===== src/rtl/fifo_stream_reader_if.sv =====
// Stream-reader bundle: FIFO-side take/empty/data plus valid/ready output stream.
// master: the reader (drives take and the stream); slave: the FIFO/consumer side.
// Ports: in_enable, in_fifo_empty, in_fifo_data, in_ready in; out_fifo_take, out_valid, out_data, out_busy, out_word_count out.
interface fifo_stream_reader_if #(
  parameter int DATA_WIDTH  = 8,
  parameter int COUNT_WIDTH = 16
);
  logic                   in_enable;
  logic                   in_fifo_empty;
  logic [DATA_WIDTH-1:0]  in_fifo_data;
  logic                   out_fifo_take;
  logic                   out_valid;
  logic [DATA_WIDTH-1:0]  out_data;
  logic                   in_ready;
  logic                   out_busy;
  logic [COUNT_WIDTH-1:0] out_word_count;

  modport master (
    input  in_enable, in_fifo_empty, in_fifo_data, in_ready,
    output out_fifo_take, out_valid, out_data, out_busy, out_word_count
  );

  modport slave (
    output in_enable, in_fifo_empty, in_fifo_data, in_ready,
    input  out_fifo_take, out_valid, out_data, out_busy, out_word_count
  );
endinterface


===== src/rtl/fifo_stream_reader.sv =====
// Purpose: pops a FIFO (controller + sync-read RAM) and presents words on a valid/ready stream via a 2-entry skid buffer.
// Latency: take in cycle N, data sampled N+1, out_valid in N+2; one word per cycle when in_ready stays high.
// Backpressure: in_ready low lets at most 2 further takes land in the buffer, then take stalls until a pop frees space.
// Ports: in_clock, in_reset_n (async active-low) plain; everything else through fifo_stream_reader_if.master.
module fifo_stream_reader #(
  parameter int DATA_WIDTH  = 8,
  parameter int COUNT_WIDTH = 16
) (
  input logic                 in_clock,
  input logic                 in_reset_n,
  fifo_stream_reader_if.master bus
);

  logic [1:0]             occ;
  logic                   inflight;
  logic                   run;
  logic [DATA_WIDTH-1:0]  ent0;
  logic [DATA_WIDTH-1:0]  ent1;
  logic [COUNT_WIDTH-1:0] count;

  logic       pop;
  logic [1:0] used;
  logic [1:0] slot;
  logic       take;

  always_comb begin
    pop  = (occ != 2'd0) & bus.in_ready;
    // Slots committed after this edge; occ + inflight never exceeds 2, so 2 bits suffice.
    used = occ + {1'b0, inflight} - {1'b0, pop};
    // Landing slot for an in-flight word once the head (if popped) has shifted out.
    slot = occ - {1'b0, pop};
    // Free space (2 - used) of at least one slot is required to issue a take.
    take = run & bus.in_enable & ~bus.in_fifo_empty & (used <= 2'd1);
  end

  always_ff @(posedge in_clock or negedge in_reset_n) begin
    if (!in_reset_n) begin
      occ      <= 2'd0;
      inflight <= 1'b0;
      run      <= 1'b0;
      ent0     <= '0;
      ent1     <= '0;
      count    <= '0;
    end else begin
      run      <= 1'b1;
      inflight <= take;
      occ      <= used;
      count    <= count + COUNT_WIDTH'(pop);
      if (pop && occ == 2'd2) begin
        ent0 <= ent1;
      end
      // A capture into slot 0 only happens when the buffer empties this edge,
      // so it never collides with the shift above.
      if (inflight) begin
        if (slot == 2'd0) begin
          ent0 <= bus.in_fifo_data;
        end else begin
          ent1 <= bus.in_fifo_data;
        end
      end
    end
  end

  assign bus.out_fifo_take  = take;
  assign bus.out_valid      = (occ != 2'd0);
  assign bus.out_data       = ent0;
  assign bus.out_busy       = (occ != 2'd0) | inflight;
  assign bus.out_word_count = count;

endmodule


===== src/flat_wrapper.sv =====
// flat-port wrapper written by rule: the top's interface ports become plain ports
module fifo_stream_reader_flat 
#(
  parameter int DATA_WIDTH  = 8,
  parameter int COUNT_WIDTH = 16
)
  (in_clock, in_reset_n, bus_in_enable, bus_in_fifo_empty, bus_in_fifo_data, bus_in_ready, bus_out_fifo_take, bus_out_valid, bus_out_data, bus_out_busy, bus_out_word_count);
  fifo_stream_reader_if #(.DATA_WIDTH(DATA_WIDTH), .COUNT_WIDTH(COUNT_WIDTH)) bus_i ();
  input logic in_clock;
  input logic in_reset_n;
  input wire logic [$bits(bus_i.in_enable)-1:0] bus_in_enable;
  input wire logic [$bits(bus_i.in_fifo_empty)-1:0] bus_in_fifo_empty;
  input wire logic [$bits(bus_i.in_fifo_data)-1:0] bus_in_fifo_data;
  input wire logic [$bits(bus_i.in_ready)-1:0] bus_in_ready;
  output wire logic [$bits(bus_i.out_fifo_take)-1:0] bus_out_fifo_take;
  output wire logic [$bits(bus_i.out_valid)-1:0] bus_out_valid;
  output wire logic [$bits(bus_i.out_data)-1:0] bus_out_data;
  output wire logic [$bits(bus_i.out_busy)-1:0] bus_out_busy;
  output wire logic [$bits(bus_i.out_word_count)-1:0] bus_out_word_count;
  assign bus_i.in_enable = bus_in_enable;
  assign bus_i.in_fifo_empty = bus_in_fifo_empty;
  assign bus_i.in_fifo_data = bus_in_fifo_data;
  assign bus_i.in_ready = bus_in_ready;
  assign bus_out_fifo_take = bus_i.out_fifo_take;
  assign bus_out_valid = bus_i.out_valid;
  assign bus_out_data = bus_i.out_data;
  assign bus_out_busy = bus_i.out_busy;
  assign bus_out_word_count = bus_i.out_word_count;
  fifo_stream_reader #(.DATA_WIDTH(DATA_WIDTH), .COUNT_WIDTH(COUNT_WIDTH)) u_core (.in_clock(in_clock), .in_reset_n(in_reset_n), .bus(bus_i));
endmodule

===== config.mk =====
export PLATFORM = sky130hd
export DESIGN_NAME = fifo_stream_reader_flat
export DESIGN_NICKNAME = d
export VERILOG_FILES = /design/src/rtl/fifo_stream_reader_if.sv /design/src/rtl/fifo_stream_reader.sv /design/src/flat_wrapper.sv
export SDC_FILE = /design/constraint.sdc
export NUM_CORES = 1
export LEC_CHECK = 0
export BUFFER_PORTS_ARGS = -buffer_cell sky130_fd_sc_hd__buf_2
export CORE_UTILIZATION = 50
export DETAILED_ROUTE_END_ITERATION = 10
export GPL_ROUTABILITY_DRIVEN = 1
export PLACE_DENSITY = 0.83
export SLEW_MARGIN = 30
export SYNTH_ARGS = -nofsm -noshare
export SYNTH_HDL_FRONTEND = slang
export SYNTH_SLANG_ARGS = --single-unit

===== constraint.sdc =====
create_clock -name in_clock -period 3 [get_ports in_clock]
set_input_delay 0.6 -clock in_clock [delete_from_list [all_inputs] [get_ports in_clock]]
set_output_delay 0.6 -clock in_clock [all_outputs]
set_load 0.05 [all_outputs]

==> impl_metrics.json <==
{
  "outcome": "complete, but fails checks",
  "failed_checks": "design-rule violations",
  "yosys-top-cells-count": "dfrtp_1, nand2_1, o21ai_0",
  "fin_skew_ns": 0.007631,
  "crit_type": "flip-flop to output pin",
  "num_vias": 1060,
  "met1_length_mm": 1.245,
  "io_buffers": 39,
  "clock_latency_ns": 0.33,
  "route.met2.wl_mm": 1.265,
  "highest-signal-layer": "met4",
  "initial_core_util": 0.5447,
  "synth-xor-area-share": 0.08454,
  "clockBufferDepth": 2,
  "cts_root_buf": "clkbuf_4",
  "setup_violations": 0,
  "layout-drive-gt1-share": 0.3526,
  "max_slew.worst_pin.slew_ns": 0.7944,
  "layout_worst_path_cycle_share": 0.8262,
  "synthMuxAreaShare": 0.1095,
  "areaGrowthSynthToFinish_pct": 19.40,
  "wire_per_inst_um": 13.36,
  "drtIter0Drc": 40,
  "p_total_w": 0.001782,
  "num-fill-cells": 236,
  "crit_chain": "nand3b_1 -> buf_4 -> nand2_1 -> xnor2_1 -> nor3_2 -> buf_2",
  "fin_setup_tns_ns": 0,
  "synth.distinct_cells": 26,
  "r2r.worst_path.cells": 7,
  "place_ws_ns": 0.6175,
  "synth_area_per_cell_um2": 12.14,
  "rr_startpoint": "u_core.occ[1]",
  "slew_viol_final": 0,
  "dr_wl_met3_um": 189,
  "crit_fanout": 9,
  "grt_max_degree": 37,
  "rsz0062_at_grt": "false",
  "synth.ff_latch_count": 36,
  "cts_buffers": 5,
  "grt_usage": 0.1867,
  "cp.arrival_ns": 1.88,
  "multi_input_comb_area_um2": 636.9,
  "gr-total-overflow": 0,
  "crit_path_end_kind": "output pin",
  "cp-startpoint": "u_core.occ[1]",
  "worstSetupStartpointType": "flip-flop",
  "reg2reg_slack_ns": 1.20,
  "yosys_warnings": 0,
  "synth.most_common_cell": "dfrtp_1",
  "synthCells": 128,
  "core_area_um2": 2853,
  "syn_area_um2": 1554,
  "max_stage_delay_ns": 0.47,
  "power.density_nw_per_um2": 960.5,
  "ctsResizeCount": 0,
  "fp-row-count": 19,
  "fin_nets": 189,
  "drcViolationCount": 4,
  "cts_sinks": 36,
  "maxCapViolCount": 0,
  "synth-simple-area-share": 0.1433,
  "cts_setup_buffers": 0,
  "clk_pin_slew_ns": 0.10,
  "grt_pass1_wl_mm": 4.595,
  "p_leak_nw": 1.005,
  "postRouteAntennaNets": 0,
  "grt_pass1_vias": 1042,
  "period_needed_ns": 2.479,
  "pin_count": 40,
  "viasPerCell": 5.196,
  "die_height_um": 57.75,
  "cp_data_required_time_ns": 2.40,
  "hpwl_mm": 1.968,
  "worstReg2RegEnd": "u_core.bus.out_word_count[10]",
  "synth_top_cells_by_area": "dfrtp_1, mux2_2, mux2i_1",
  "gp_congestion": 0.7623,
  "yosysTopAreaCellShare": 0.5797,
  "drt_pre_antenna_iters": 7,
  "worst_slack_ns": 0.5213,
  "antenna_found_initial": 0,
  "synth-compound-area-share": 0.04267,
  "yosysTopAreaCell": "dfrtp_1",
  "critical_path.endpoint": "bus_out_fifo_take",
  "fp.dieW_um": 57.75,
  "hold_buffers": 0,
  "synth_top_family_by_area": "simple AND/OR/NAND/NOR gates",
  "htreeDepth": 2,
  "wirelength_mm": 2.726,
  "relSlewSlack": 0.4681,
  "regArea_um2": 900.9,
  "ir_worst_vdd_mv": 0.5896,
  "syn_nets": 144,
  "max_clock_freq_ghz": 0.4034,
  "synth-edff-count": 0,
  "place_area_um2": 1790,
  "die-area_um2": 3335,
  "cts_tree": "yes",
  "whs_ns": 0.3222,
  "num_antenna_cells": 0,
  "ys_seq_area_frac": 0.5797,
  "finalInstanceArea_um2": 1856,
  "async_reset_ff_frac": 1.000,
  "synth_fa_ha_area_frac": 0.02415,
  "ys.flop_type": "dfrtp_1",
  "hold_path.class": "input pin to async pin",
  "hold_viol_final": 0,
  "slowest_stage": "dfrtp_1"
}
power breakdown:
part | total (W) | switching [W] | internal (W)
Combinational | 0.000749 | 0.000534 | 0.000215
Sequential | 0.000748 | 0.000114 | 0.000634
Clock | 0.000286 | 0.000153 | 0.000133
Total | 0.00178 | 0.000801 | 0.000981
worst max-delay path: cells and delay by family, from the launching register on:
kind	cells	cell delay [ns]
xor+xnor	1	0.17
simple gates	3	0.42
flops	1	0.47
buf+inv	2	0.50
cell families (layout without fill, tap and decap cells):
logic type               count (synthesis)  in the layout
AND/OR/NAND/NOR                         41             41
flip-flops                              36             36
multiplexers                            16             16
XOR/XNOR                                15             15
AO/OA/AOI/OAI                           11             11
buffers and inverters                    5             50
adder cells (fa/ha/maj)                  3              3
other                                    1              1
per-stage QoR:
stage,util,instances
after floorplan,-,128
after global placement,0.6276,197
after detailed placement,0.6276,197
after CTS,0.6504,204
after global routing,0.6504,204
final,0.6504,204
layer usage:
metal	vias to the layer above	GRT usage
met2	40	0.3056
li1	525	-
met4	0	0.09184
met1	491	0.2310
met5	-	0
met3	4	0.04911
cell type report:
type	instances	area share
Clock buffer	7	0.03506
Inverter	3	0.006069
Multi-Input combinational cell	87	0.3432
Sequential cell	36	0.4855
Tap cell	31	0.02090
Timing Repair Buffer	40	0.1092
cells in the final DEF (no fill, tap or decap), drive strengths merged, types with 2 or more instances in the layout:
master / instances
xnor2: 8
or3: 3
nor3: 2
mux2: 8
ha: 3
xor2: 7
clkbuf: 7
mux2i: 8
nor2: 4
nand2: 17
o21ai: 10
dfrtp: 36
nand3: 5
and4: 2
buf: 40
inv: 3
worst min-delay path by stage:
stage	end	cells past startpoint	startpoint	slack, ns
final	u_core.bus.out_word_count[2]	1	in_reset_n	0.32
after global routing	u_core.bus.out_word_count[6]	1	in_reset_n	0.39
after CTS	u_core.bus.out_word_count[4]	1	in_reset_n	0.35
after detailed placement	u_core.bus.out_word_count[15]	1	u_core.bus.out_word_count[15]	0.47
after global placement	u_core.bus.out_word_count[15]	1	u_core.bus.out_word_count[15]	0.46
after floorplan	u_core.bus.out_data[0]	0	in_reset_n	0.30
state kept, by name (all words and copies together) (netlist names):
register,flops
u_core.run,1
u_core.occ,2
u_core.bus.out_data,8
u_core.inflight,1
u_core.bus.out_word_count,16
u_core.ent1,8
Note: power is estimated with default switching activity, not from simulation.
